===== config.mk =====
export PLATFORM = sky130hd
export DESIGN_NAME = fetch_unit
export DESIGN_NICKNAME = d
export VERILOG_FILES = /design/src/rtl/fetch_unit.sv
export SDC_FILE = /design/constraint.sdc
export NUM_CORES = 1
export LEC_CHECK = 0
export CAP_MARGIN = 20
export CORE_MARGIN = 4
export CORE_UTILIZATION = 45
export DETAILED_ROUTE_END_ITERATION = 10
export PLACE_DENSITY = 0.74
export SETUP_SLACK_MARGIN = 0.05
export SLEW_MARGIN = 25
export SYNTH_ARGS = -nofsm -noshare
export SYNTH_HDL_FRONTEND = slang
export SYNTH_SLANG_ARGS = --single-unit

===== constraint.sdc =====
create_clock -name clk -period 2.55 [get_ports clk]
set_input_delay 0.3825 -clock clk [delete_from_list [all_inputs] [get_ports clk]]
set_output_delay 0.3825 -clock clk [all_outputs]
set_load 0.01 [all_outputs]

===== src/rtl/fetch_unit.sv =====
// -----------------------------------------------------------------------------
// fetch_unit
//
// Instruction fetch front end. After a start pulse it reads instruction memory
// sequentially from pc 0. It keeps at most one read outstanding and places each
// returned word, tagged with its address, into a 2-entry FIFO for the decoder.
// Fetching stops once a word whose opcode field equals HALT_OP has been fetched.
// A branch redirect from execute flushes the FIFO and restarts fetching at
// redir_pc. A read response that is still in flight when the redirect happens
// is recognised when it arrives and thrown away.
//
// Parameters
//   PC_W        instruction-address width
//   HALT_OP     opcode (inst[19:15]) that stops fetching
//
// Ports
//   clk         clock, all state on the rising edge
//   rst_n       synchronous active-low reset
//   start       one-cycle pulse, begins fetching at pc 0 (only honoured in IDLE)
//   imem_req    read request (combinational from state and queue occupancy)
//   imem_addr   read address (0 when no request)
//   imem_valid  read response strobe for the outstanding request
//   imem_rdata  read response data
//   redir       branch redirect from execute
//   redir_pc    redirect target
//   f_valid     queue head is valid
//   f_op        opcode of the queue head
//   f_inst      instruction word of the queue head
//   f_pc        address of the queue head
//   dec_ready   decoder consumes the queue head this cycle
//   done        halted, queue drained, no response pending to discard
// -----------------------------------------------------------------------------
module fetch_unit #(
    parameter int         PC_W    = 15,
    parameter logic [4:0] HALT_OP = 5'd31
) (
    input  logic            clk,
    input  logic            rst_n,
    input  logic            start,
    output logic            imem_req,
    output logic [PC_W-1:0] imem_addr,
    input  logic            imem_valid,
    input  logic [19:0]     imem_rdata,
    input  logic            redir,
    input  logic [PC_W-1:0] redir_pc,
    output logic            f_valid,
    output logic [4:0]      f_op,
    output logic [19:0]     f_inst,
    output logic [PC_W-1:0] f_pc,
    input  logic            dec_ready,
    output logic            done
);

    typedef enum logic [1:0] {
        S_IDLE   = 2'd0,
        S_REQ    = 2'd1,
        S_WAIT   = 2'd2,
        S_HALTED = 2'd3
    } state_t;

    state_t          r_state;
    state_t          w_state_next;
    logic [PC_W-1:0] r_pc;
    logic [PC_W-1:0] w_pc_next;
    logic            r_drop;
    logic            w_drop_next;
    logic [1:0]      r_count;
    logic [1:0]      w_count_next;
    logic            r_head;
    logic            w_head_next;

    logic [19:0]     r_q_word [2];
    logic [PC_W-1:0] r_q_pc   [2];

    logic            w_req;
    logic            w_push;
    logic            w_pop;
    logic            w_flush;
    logic            w_wr_idx;
    logic [19:0]     w_head_word;
    logic [PC_W-1:0] w_head_pc;

    // A request is only allowed when the response has somewhere to go and no
    // stale response from before a redirect is still on its way back.
    assign w_req    = (r_state == S_REQ) && (r_count != 2'd2) && !r_drop;
    assign w_pop    = (r_count != 2'd0) && dec_ready;
    // Tail slot. A push only happens while count <= 1, so one bit suffices.
    assign w_wr_idx = r_head ^ r_count[0];

    // -------------------------------------------------------------------------
    // Next-state logic
    // -------------------------------------------------------------------------
    always_comb begin
        w_state_next = r_state;
        w_pc_next    = r_pc;
        w_drop_next  = r_drop;
        w_push       = 1'b0;
        w_flush      = 1'b0;

        if ((r_state != S_IDLE) && redir) begin
            // Redirect wins over everything, including a response arriving in
            // the same cycle (that response belongs to the wrong path).
            w_state_next = S_REQ;
            w_pc_next    = redir_pc;
            w_flush      = 1'b1;
            // Remember to discard a response that is still in flight. An
            // already-pending discard stays pending unless it lands now.
            w_drop_next  = !imem_valid && ((r_state == S_WAIT) || r_drop);
        end else if (r_drop && imem_valid) begin
            // Stale response from before the redirect: swallow it, pc unchanged.
            w_drop_next = 1'b0;
        end else begin
            unique case (r_state)
                S_IDLE: begin
                    if (start) begin
                        w_state_next = S_REQ;
                        w_pc_next    = '0;
                    end
                end
                S_REQ: begin
                    if (w_req) begin
                        w_state_next = S_WAIT;
                    end
                end
                S_WAIT: begin
                    if (imem_valid) begin
                        w_push       = 1'b1;
                        w_pc_next    = r_pc + 1'b1;  // wraps modulo 2^PC_W
                        w_state_next = (imem_rdata[19:15] == HALT_OP) ? S_HALTED : S_REQ;
                    end
                end
                S_HALTED: begin
                    w_state_next = S_HALTED;
                end
                default: begin
                    w_state_next = S_IDLE;
                end
            endcase
        end
    end

    // Queue occupancy and head pointer. A flush empties the queue even when the
    // decoder pops in the same cycle; that popped entry still counts as taken.
    always_comb begin
        w_count_next = r_count;
        w_head_next  = r_head;
        if (w_flush) begin
            w_count_next = 2'd0;
        end else if (w_push && !w_pop) begin
            w_count_next = r_count + 2'd1;
        end else if (!w_push && w_pop) begin
            w_count_next = r_count - 2'd1;
        end
        if (w_pop) begin
            w_head_next = ~r_head;
        end
    end

    // -------------------------------------------------------------------------
    // State registers
    // -------------------------------------------------------------------------
    always_ff @(posedge clk) begin
        if (!rst_n) begin
            r_state <= S_IDLE;
            r_pc    <= '0;
            r_drop  <= 1'b0;
            r_count <= 2'd0;
            r_head  <= 1'b0;
        end else begin
            r_state <= w_state_next;
            r_pc    <= w_pc_next;
            r_drop  <= w_drop_next;
            r_count <= w_count_next;
            r_head  <= w_head_next;
        end
    end

    // Queue storage: instruction word plus the address it was fetched from.
    always_ff @(posedge clk) begin
        if (!rst_n) begin
            for (int i = 0; i < 2; i++) begin
                r_q_word[i] <= '0;
                r_q_pc[i]   <= '0;
            end
        end else if (w_push) begin
            r_q_word[w_wr_idx] <= imem_rdata;
            r_q_pc[w_wr_idx]   <= r_pc;
        end
    end

    // -------------------------------------------------------------------------
    // Outputs
    // -------------------------------------------------------------------------
    assign w_head_word = r_q_word[r_head];
    assign w_head_pc   = r_q_pc[r_head];

    assign imem_req  = w_req;
    assign imem_addr = w_req ? r_pc : '0;

    // Head fields are forced to zero while the queue is empty so the decoder
    // never sees a stale, already-consumed entry.
    assign f_valid = (r_count != 2'd0);
    assign f_inst  = f_valid ? w_head_word : 20'd0;
    assign f_op    = f_inst[19:15];
    assign f_pc    = f_valid ? w_head_pc : '0;

    assign done = (r_state == S_HALTED) && (r_count == 2'd0) && !r_drop;

endmodule


=== After elaboration in Yosys (flattened, before gate mapping) ===
Memories as Yosys holds them, arrays and structs flattened. A register that Yosys moved wholly into a read port is not among the register bits.
Index checks and enable logic that the tools add are counted.

* $add $sub $neg: 3
* Equality and inequality tests: 12
* Muxes and demuxes: 38
* Bitwise operators: 4
* Reductions and logical operators: 29

{| class="wikitable"
|+ Operators with widths
! operator !! number
|-
| 15-bit two-way mux || 7
|-
| 20-bit two-way mux || 2
|-
| 15-bit one-hot mux with 2 select lines || 1
|-
| 1-bit two-way mux || 21
|-
| 20-bit OR reduction || 1
|-
| 15-bit by 1-bit adder with 15-bit output (second input constant) || 1
|-
| 15-bit OR reduction || 1
|-
| 2-bit two-way mux || 6
|-
| 4-bit AND reduction || 3
|-
| 1-bit logical AND || 10
|-
| 2-bit inequality test (second input constant) || 5
|-
| 2-bit one-hot mux with 4 select lines || 1
|-
| 2-bit nonzero test || 4
|-
| 3-bit inequality test (second input constant) || 2
|-
| 5-bit equality test (second input constant) || 1
|-
| 2-bit equality test (second input constant) || 2
|-
| 1-bit zero test || 4
|-
| 2-bit zero test || 2
|-
| 2-bit OR reduction || 2
|-
| 3-bit by 2-bit inequality test with 1-bit output (second input constant) || 1
|-
| 1-bit inverter || 3
|-
| 3-bit nonzero test || 1
|-
| 2-bit by 1-bit adder with 2-bit output (second input constant) || 1
|-
| 2-bit by 1-bit equality test with 1-bit output (second input constant) || 1
|-
| 3 further kinds || 3
|}

* Register bits: 21
* Memory bits (writable): 70
* Input port bits: 41
* Word-level logic and storage cells: 94
* Memories: 2

{| class="wikitable"
|+ Memory list
! name !! words !! bits a word !! read ports !! clocked after memory_dff !! wr ports !! RTL line !! text
|-
| r_q_word || 2 || 20 || 1 || 1 || 2 || 72 || <nowiki>logic [19:0] r_q_word [2];</nowiki>
|-
| r_q_pc || 2 || 15 || 1 || 1 || 2 || 73 || <nowiki>logic [PC_W-1:0] r_q_pc [2];</nowiki>
|}

=== Logic depth before layout (Yosys ltp) ===
Gate-level depths: netlist of the first run.

* Depth after elaboration: 9
* Gate-level depth with buffers: 8

=== Least setup slack after synthesis of the first run ===
No wires, ideal clock.

* Path type: input-to-reg
* From: input redir
* To: memory r_q_pc[0][0] (enable)
* Setup time: 0.398 ns
* Data arrival time: 2.135 ns
* Slack: 0.018 ns
* Cell stages on the path: 3
* Path through: or3b_1 nor4_4 nand2b_1

{| class="wikitable"
|+ RTL lines
! what !! RTL line !! text
|-
| from (decl) || 44 || <nowiki>input logic redir,</nowiki>
|-
| to (decl) || 73 ||
|}

=== Worst setup path in the final report of the first run ===
* From: register r_count[1]
* To: output imem_addr[6]

* Longest elaborated chain between the ends: 4

{| class="wikitable"
|+ RTL lines
! what !! RTL line !! text
|-
| from (decl) || 67 || <nowiki>logic [1:0] r_count;</nowiki>
|-
| from (signal assigned) || 173 || <nowiki>r_count <= w_count_next;</nowiki>
|-
| 2-bit inequality test || 85 || <nowiki>assign w_req = (r_state == S_REQ) && (r_count != 2'd2) && !r_drop;</nowiki>
|-
| 1-bit logical AND (2 in a row) || 85 ||
|-
| 15-bit two-way mux || 198 || <nowiki>assign imem_addr = w_req ? r_pc : '0;</nowiki>
|-
| to (decl) || 41 || <nowiki>output logic [PC_W-1:0] imem_addr,</nowiki>
|}

Every way passes these cells.

==> flow_metrics.env, run 1 <==
export IMPL_status="complete, no violations"
export IMPL_p_leak_uw=0.002117
export IMPL_initial_core_util_pct=46.32
export IMPL_grt_ovfl_total=0
export IMPL_grt_most_used_layer="met2"
export IMPL_setup_viol=0
export IMPL_worst_pin_slew_ps=498.1
export IMPL_vias_per_cell=5.462
export IMPL_antenna_found_initial=0
export IMPL_worst_setup_path_end_kind="output port"
export IMPL_area_delta_synth_final_pct=28.83
export IMPL_netlist_instances=445
export IMPL_yosysWarnings=0
export IMPL_post_dp_hpwl_mm=7.674
export IMPL_cts_tree="yes"
export IMPL_cts_hold_buf=0
export IMPL_place_congestion=0.9002
export IMPL_comb_power_share_pct=13.0
export IMPL_fp_dieH_um=111.1
export IMPL_final_cells=679
export IMPL_cap_violations=0
export IMPL_whs_ps=522.1
export IMPL_ir_drop_uv=333.3
export IMPL_holdCritPathClass="reg2reg"
export IMPL_yosysSeqAreaShare_pct=53.17
export IMPL_grt_max_degree=36
export IMPL_drt_iter0_drc=223
export IMPL_die_w_um=111.1
export IMPL_max_slew_margin_pct=66.80
export IMPL_tns_ps=0
export IMPL_setup_worst_path_class="reg2out"
export IMPL_routedWlPerCell_um=16.60
export IMPL_cts_buffers=9
export IMPL_cts_max_level=3
export IMPL_vias=3709
export IMPL_p_sw_uw=746.1
export IMPL_critPathLaunchType="flop"
export IMPL_clk_path_buf_depth=2
export IMPL_min_from="r_count[1]$_SDFFE_PP0P_"
export IMPL_antenna_cells=0
export IMPL_rsz0062_at_grt="false"
export IMPL_cp_required_ps=2170
export IMPL_synth_cell_type_count=56
export IMPL_async_flop_share_pct=0
export IMPL_coreArea_um2=10320
export IMPL_worstSkewPairLatency_ps=350
export IMPL_power_frac_clock_pct=31.0
export IMPL_p_seq_share_pct=56.0
export IMPL_post_cts_buffers=0
export IMPL_grt_met2_usage_pct=31.31
export IMPL_wl_mm=11.27
export IMPL_rows=37
export IMPL_synth_edf_count=70
export IMPL_synth_seq_cells=92
export IMPL_p_int_uw=2311
export IMPL_grt_pass1_wl_mm=18.44
export IMPL_final_nets=581
export IMPL_drtAntennaViolNets=0
export IMPL_max_freq_ghz=0.4169
export IMPL_maxSlewViolCount=0
export IMPL_use_met3_pct=2.838
export IMPL_grt_use_met1_pct=24.20
export IMPL_r2r_start="r_state[0]$_SDFFE_PN0P_"
export IMPL_finalHoldViolCount=0
export IMPL_cp_startpoint="r_count[1]$_SDFFE_PP0P_"
export IMPL_finalClockSkew_ps=8.363
export IMPL_drc_errors=0
export IMPL_swShare_pct=24.40
export IMPL_cts_root_buf="clkbuf_8"
export IMPL_cp_arrival_ps=2020
export IMPL_drt_pass1_iterations=5
export IMPL_io_buffers=98
export IMPL_grt_usage_pct=18.36
export IMPL_post_synth_instance_area_um2=4782
export IMPL_dieArea_um2=12340
export IMPL_clock_sinks=92
export IMPL_synth_nets=488
export IMPL_synth_area_per_cell_um2=10.75
export IMPL_ios=99
export IMPL_cts_reportedPaths_clkPinSlew_ps=90
export IMPL_synthFlopType="edfxtp_1"
export IMPL_grt_pass1_vias=3718
export IMPL_place_inst=663
export IMPL_power_density_nw_per_um2=496.3
export IMPL_drive_gt1_share_pct=11.23
export IMPL_period_minus_slack_ps=2399
export IMPL_cp_max_fo=12
export IMPL_fin_crit_sh_pct=94.06
[layer usage]
| layer | wire (µm) | share of wire (%) | vias to the layer above |
|---|---|---|---|
| met5 | 0 | 0 | - |
| met4 | 183 | 1.6 | 0 |
| met3 | 669 | 5.9 | 16 |
| met2 | 5596 | 50 | 157 |
| met1 | 4820 | 43 | 1755 |
| li1 | - | - | 1781 |
[Yosys cell counts (7+ instances only)]
library cell   n  area [µm²]
dfxtp_1       22       440.4
and2_1        82       513.0
edfxtp_1      70        2102
nand2_1       23       86.33
buf_2         13       65.06
nand4_1        8       50.05
nor2_1        46       172.7
o21ai_0       10       50.05
mux2i_1       36       360.4
a211oi_1       7       52.55
clkbuf_1      13       48.80
nor3_1         7       35.03
[cells in the final DEF (no fill, tap or decap), drive strengths merged, types with 5 or more instances in the layout]
cell type      instances
dfxtp                 22
buf                   23
nand2b                 6
o21ai                 10
nand3                  6
nor4                   7
nor3                   7
clkbuf                 9
a211oi                 7
and2                  84
edfxtp                70
clkdlybuf4s50         98
inv                    6
a31oi                  6
nor2                  46
clkinv                 5
nand4                  9
nand2                 23
mux2i                 36
a21oi                  5
[cell type report]
cell class / count / area [µm²]
fillers: 839 / 4163
flip-flops and latches: 92 / 2549
multi-input cells: 308 / 2037
repair buffers: 121 / 1191
well taps: 136 / 170.2
clock buffers: 9 / 123.9
clock inverters: 7 / 67.56
inverters: 6 / 22.52
[metrics by stage]
stage               setup slack, ps  util [%]  power [µW]  cell area, µm²
finish                        151.5     59.68        3057            6161
global placement              289.4     57.73        2130            5959
detailed placement            219.4     57.73        2140            5959
floorplan                     391.8         -        1933            4787
global route                  52.36     59.68        3183            6161
CTS                           75.32     59.64        3070            6157
[state kept, by name, summed over array words and instances, names as in the netlist, named ones only]
register and count:
r_pc 15, r_count 2, r_state 2, r_q_pc 30
r_drop 1, r_head 1, r_q_word 40
[logic make-up (layout without fill, tap and decap cells)]
| kind of cell | after synthesis | after routing | synth area share, % |
|---|---|---|---|
| and+or+nand+nor | 201 | 201 | 23.16 |
| DFF | 92 | 92 | 53.17 |
| AOI/OAI and AO/OA | 63 | 63 | 9.969 |
| buffers and inverters | 45 | 143 | 4.500 |
| muxes | 37 | 37 | 7.771 |
| xor gates and xnor gates | 5 | 5 | 0.9157 |
| adders and majority gates | 2 | 2 | 0.5232 |
[worst max-delay path, stage by stage, from the launching register on]
cell and delay (ps):
dfxtp_1 350, nor2b_1 180, nor3_2 220, buf_4 210, and2_1 160, clkdlybuf4s50_1 540
[what timing repair did]
action,4_1_cts,5_1_grt
pin swaps,0,0
resized for setup,2,2
setup endpoints to repair,13,11
hold endpoints to repair,0,0
[power groups by stage]
| stage | clock network, µW | logic (µW) | registers [µW] |
|---|---|---|---|
| final | 947 | 399 | 1710 |
| after global placement | 0 | 390 | 1740 |
| after global routing | 1030 | 434 | 1720 |
| after CTS | 961 | 399 | 1710 |
| after detailed placement | 0 | 396 | 1740 |
| after floorplan | 0 | 208 | 1730 |
[path summary, 6_finish.rpt]
path,end,slack (ps),depth (start not counted)
worst max-delay path,imem_addr[6],150,5
worst min-delay path,r_count[1]$_SDFFE_PP0P_,520,2
worst max register to register,r_q_pc[1][3]$_SDFFCE_PN0P_,480,6
worst min register to register,r_count[1]$_SDFFE_PP0P_,520,2
Note: power is estimated with default switching activity, not from simulation.
==> inputs of run 2 (changes only) <==
--- a/config.mk
+++ b/config.mk
@@ -5,12 +5,10 @@
 export SDC_FILE = /design/constraint.sdc
 export NUM_CORES = 1
 export LEC_CHECK = 0
-export CAP_MARGIN = 20
 export CORE_MARGIN = 4
 export CORE_UTILIZATION = 45
 export DETAILED_ROUTE_END_ITERATION = 10
 export PLACE_DENSITY = 0.74
-export SETUP_SLACK_MARGIN = 0.05
 export SLEW_MARGIN = 25
 export SYNTH_ARGS = -nofsm -noshare
 export SYNTH_HDL_FRONTEND = slang
==> flow_metrics.env, run 2 (synthesis gave the netlist of run 1 again) <==
export IMPL_antenna_cells=0
export IMPL_cp_arrival_ps=2050
export IMPL_top_regs="r_q_word: 40 flops, r_q_pc: 30 flops, r_pc: 15 flops"
export IMPL_power_density_nw_per_um2=510.7
export IMPL_worst_setup_path_end_kind="output port"
export IMPL_dieArea_um2=12340
export IMPL_holdCritPathClass="reg2reg"
export IMPL_grt_pass1_vias=3627
export IMPL_clock_sinks=92
export IMPL_finalWorstSetupSlack_ps=115.7
export IMPL_cts_root_buf="clkbuf_8"
export IMPL_worst_pin_slew_ps=457.5
export IMPL_cts_reportedPaths_clkPinSlew_ps=90
export IMPL_crit_buf_inv=2
export IMPL_max_freq_ghz=0.4108
export IMPL_antenna_found_initial=0
export IMPL_setup_worst_path_class="reg2out"
export IMPL_routedWlPerCell_um=16.17
export IMPL_finalHoldViolCount=0
export IMPL_drtAntennaViolNets=0
export IMPL_drive_gt1_share_pct=11.60
export IMPL_wl_met1_mm=4.811
export IMPL_largest_register_ffs=40
export IMPL_final_nets=581
export IMPL_cp_max_fo=12
export IMPL_clk_path_buf_depth=2
export IMPL_dp_slack_ps=283.8
export IMPL_post_cts_buffers=0
export IMPL_final_cell_mix="clkdlybuf4s50_1, and2_1, edfxtp_1, nor2_1, mux2i_1"
export IMPL_ir_drop_uv=347.4
export IMPL_final_common_cell="clkdlybuf4s50_1"
export IMPL_ios=99
export IMPL_top_register="r_q_word"
export IMPL_vias=3654
export IMPL_status="complete, no violations"
export IMPL_maxSlewViolCount=0
export IMPL_post_dp_hpwl_mm=7.409
export IMPL_vias_per_cell=5.381
export IMPL_drt_iter0_drc=292
export IMPL_initial_core_util_pct=46.32
export IMPL_max_slew_margin_pct=69.50
export IMPL_grt_max_degree=36
export IMPL_drt_pass1_iterations=4
export IMPL_worstSkewPairLatency_ps=360
export IMPL_rsz0062_at_grt="false"
export IMPL_path_cells="nand2b_2 -> nor3_2 -> buf_4 -> and2_1 -> clkdlybuf4s50_1"
export IMPL_io_buffers=98
export IMPL_tns_ps=0
export IMPL_drc_errors=0
export IMPL_cts_max_level=3
export IMPL_route_met3_wl_um=657
export IMPL_coreArea_um2=10320
export IMPL_grt_usage_pct=17.87
export IMPL_crit_family="buffers and inverters"
export IMPL_final_cells=679
export IMPL_cap_violations=0
export IMPL_setup_viol=0
export IMPL_fp_dieH_um=111.1
export IMPL_p_leak_uw=0.002129
export IMPL_critPathLaunchType="flop"
export IMPL_place_congestion=0.8761
export IMPL_die_w_um=111.1
export IMPL_fin_crit_sh_pct=95.46
export IMPL_rows=37
export IMPL_grt_pass1_wl_mm=18.13
export IMPL_worst_path_largest_cell_delay_ps=540
export IMPL_cts_buffers=9
export IMPL_place_inst=663
export IMPL_area_delta_synth_final_pct=29.36
export IMPL_period_minus_slack_ps=2434
export IMPL_finalClockSkew_ps=11.49
export IMPL_cp_slowest_cell="clkdlybuf4s50_1"
export IMPL_top_layer_used="met4"
export IMPL_cts_tree="yes"
export IMPL_cp_required_ps=2170
export IMPL_grt_ovfl_total=0
export IMPL_wl_mm=10.98
export IMPL_wl_met2_mm=5.330
## run 2: worst register-to-register path: stages, from the launching register on
cell	delay, ps
dfxtp_1	350
ha_1	290
nand4_2	250
or4_4	570
a2111oi_2	360
o2bb2ai_1	90
## run 2: worst paths after layout
check / cells after the start / slack (ps) / from / end
worst max-delay path: 5 / 120 / r_state[1]$_SDFFE_PP0P_ / imem_addr[3]
worst min-delay path: 2 / 520 / r_count[1]$_SDFFE_PP0P_ / r_count[1]$_SDFFE_PP0P_
worst max register to register: 5 / 530 / r_pc[0]$_SDFFE_PN0P_ / r_pc[14]$_SDFFE_PN0P_
worst min register to register: 2 / 520 / r_count[1]$_SDFFE_PP0P_ / r_count[1]$_SDFFE_PP0P_
## run 2: power breakdown
part | total (µW) | leakage [µW] | internal (µW) | switching, µW
sequential | 1710 | 0.000903 | 1660 | 43.1
clock | 1050 | 0.000107 | 480 | 573
combinational | 399 | 0.00112 | 199 | 200
total | 3160 | 0.00213 | 2340 | 816
## run 2: metrics by stage
| stage | utilization, % | total power [µW] | cell area (µm²) | hold slack (ps) |
|---|---|---|---|---|
| 5_1_grt | 59.92 | 3294 | 6186 | 572.2 |
| 3_3_place_gp | 57.73 | 2129 | 5959 | 488.6 |
| 4_1_cts | 59.88 | 3181 | 6182 | 528.5 |
| 2_1_floorplan | - | 1933 | 4782 | 461.8 |
| 3_5_place_dp | 57.73 | 2138 | 5959 | 513.1 |
| 6_report | 59.92 | 3159 | 6186 | 523.7 |
## run 2: layout make-up
cell class	count	area, µm²
tap	136	170.2
multi-input combinational	308	2039
sequential	92	2545
inverter	6	22.52
timing repair buffer	121	1191
fill	837	4138
clock inverter	7	93.84
clock buffer	9	123.9
## run 2: per-layer routing
layer  up-vias  track usage [%]
met5         -                0
met1      1728            23.56
li1       1777                -
met2       136            29.81
met3        13            3.603
met4         0            5.434
## run 2: repair_timing
item                                    in CTS  in global routing
endpoints found under the setup margin      11                  9
gates resized for setup                      1                  2
hold buffers                                 0                  0
==> inputs of run 3 (changes only) <==
--- a/config.mk
+++ b/config.mk
@@ -9,6 +9,7 @@
 export CORE_UTILIZATION = 45
 export DETAILED_ROUTE_END_ITERATION = 10
 export PLACE_DENSITY = 0.74
+export SKIP_CTS_REPAIR_TIMING = 1
 export SLEW_MARGIN = 25
 export SYNTH_ARGS = -nofsm -noshare
 export SYNTH_HDL_FRONTEND = slang
==> flow_metrics.env, run 3 (synthesis gave the netlist of run 1 again) <==
export IMPL_status="complete, no violations"
export IMPL_antenna_cells=0
export IMPL_final_nets=581
export IMPL_largest_register_ffs=40
export IMPL_r2r_cells=5
export IMPL_finalClockSkew_ps=12.06
export IMPL_critPathLaunchType="flop"
export IMPL_min_from="r_count[1]$_SDFFE_PP0P_"
export IMPL_cp_arrival_ps=2060
export IMPL_ir_drop_uv=348.2
export IMPL_final_cells=679
export IMPL_area_delta_synth_final_pct=29.36
export IMPL_clk_path_buf_depth=2
export IMPL_fin_util_pct=59.92
export IMPL_worstSkewPairLatency_ps=360
export IMPL_p_leak_uw=0.002129
export IMPL_p_sw_uw=817.4
export IMPL_io_buffers=98
export IMPL_min_to="r_count[1]$_SDFFE_PP0P_"
export IMPL_finalHoldViolCount=0
export IMPL_drt_pass1_iterations=5
export IMPL_cap_violations=0
export IMPL_comb_power_share_pct=12.7
export IMPL_maxSlewViolCount=0
export IMPL_drtAntennaViolNets=0
export IMPL_setup_viol=0
export IMPL_grt_pass1_wl_mm=18.13
export IMPL_drc_errors=0
export IMPL_grt_max_degree=36
export IMPL_placed_area_um2=5959
export IMPL_final_area_um2=6186
export IMPL_p_seq_share_pct=54.0
export IMPL_top_register="r_q_word"
export IMPL_r2r_start="r_pc[0]$_SDFFE_PN0P_"
export IMPL_cp_required_ps=2170
export IMPL_initial_core_util_pct=46.32
export IMPL_final_common_cell="clkdlybuf4s50_1"
export IMPL_post_dp_hpwl_mm=7.409
export IMPL_holdCritPathClass="reg2reg"
export IMPL_final_cell_mix="clkdlybuf4s50_1, and2_1, edfxtp_1, nor2_1, mux2i_1"
export IMPL_power_frac_clock_pct=33.3
export IMPL_vias=3671
export IMPL_grt_ovfl_total=0
export IMPL_drt_iter0_drc=293
export IMPL_clock_sinks=92
export IMPL_p_int_uw=2343
export IMPL_max_freq_ghz=0.4099
export IMPL_r2r_end="r_pc[14]$_SDFFE_PN0P_"
export IMPL_cts_max_level=3
export IMPL_cts_reportedPaths_clkPinSlew_ps=90
export IMPL_period_minus_slack_ps=2439
export IMPL_coreArea_um2=10320
export IMPL_worst_pin_slew_ps=461.3
export IMPL_place_congestion=0.8761
export IMPL_cp_max_fo=12
export IMPL_fp_dieH_um=111.1
export IMPL_wl_mm=11.02
export IMPL_drive_gt1_share_pct=11.60
export IMPL_place_inst=663
export IMPL_grt_pass1_vias=3626
export IMPL_worst_setup_path_end_kind="output port"
export IMPL_top_regs="r_q_word: 40 flops, r_q_pc: 30 flops, r_pc: 15 flops"
export IMPL_dieArea_um2=12340
export IMPL_power_density_nw_per_um2=511.0
export IMPL_die_w_um=111.1
export IMPL_ios=99
export IMPL_routedWlPerCell_um=16.24
export IMPL_antenna_found_initial=0
export IMPL_whs_ps=523.7
export IMPL_cts_root_buf="clkbuf_8"
export IMPL_vias_per_cell=5.406
export IMPL_grt_usage_pct=17.88
export IMPL_rows=37
export IMPL_rsz0062_at_grt="false"
export IMPL_rrSetupSlack_ps=530
export IMPL_fin_crit_sh_pct=95.66
export IMPL_max_slew_margin_pct=69.25
export IMPL_cts_tree="yes"
export IMPL_cts_buffers=9
export IMPL_setup_worst_path_class="reg2out"
export IMPL_swShare_pct=25.86
export IMPL_holdPathStages=2
[run 3: cell counts in the layout (fill, tap and decap cells not counted)]
Identical to the previous run, type by type.
[run 3: layout make-up]
cell class,count,area [µm²]
clock buffer,9,123.9
clock inverter,7,93.84
fill,837,4138
inverter,6,22.52
multi-input combinational,308,2039
sequential,92,2545
tap,136,170.2
timing repair buffer,121,1191
[run 3: worst max-delay path: stages, from the launching register on]
cell,delay [ps]
dfxtp_1,390
nand2b_2,250
nor3_2,170
buf_4,210
and2_1,150
clkdlybuf4s50_1,540
[run 3: metrics by stage]
stage / TNS [ps] / setup slack [ps] / power [µW]
after floorplan: 0 / 17.56 / 1933
final: 0 / 110.6 / 3161
after global routing: 0 / 11.63 / 3294
after detailed placement: 0 / 283.8 / 2138
after CTS: -215.5 / -30.89 / 3181
after global placement: 0 / 273.0 / 2129
[run 3: power by group through the flow]
stage,Sequential [µW],Clock [µW],Combinational (µW)
floorplan,1730,0,207
global placement,1740,0,391
detailed placement,1740,0,398
CTS,1710,1080,400
global route,1720,1140,435
finish,1710,1050,400
[run 3: how the worst max path moves through the flow]
stage	startpoint	endpoint	slack (ps)	cells past startpoint
after floorplan	redir	r_q_pc[0][0]$_SDFFCE_PN0P_	20	3
after global placement	redir	r_q_word[1][3]$_SDFFCE_PN0P_	270	6
after detailed placement	redir	r_q_word[1][5]$_SDFFCE_PN0P_	280	6
after CTS	r_count[0]$_SDFFE_PP0P_	imem_addr[11]	-30	5
after global routing	r_pc[8]$_SDFFE_PN0P_	imem_addr[8]	10	3
final	r_state[1]$_SDFFE_PP0P_	imem_addr[3]	110	5
[run 3: routing by layer]
metal  wire (µm)  part of all wire, %  global-route usage, %
met2        5315                   48                  29.85
met1        4854                   44                  23.56
met3         647                  5.9                  3.603
met4         206                  1.9                  5.434
met5           0                    0                      0
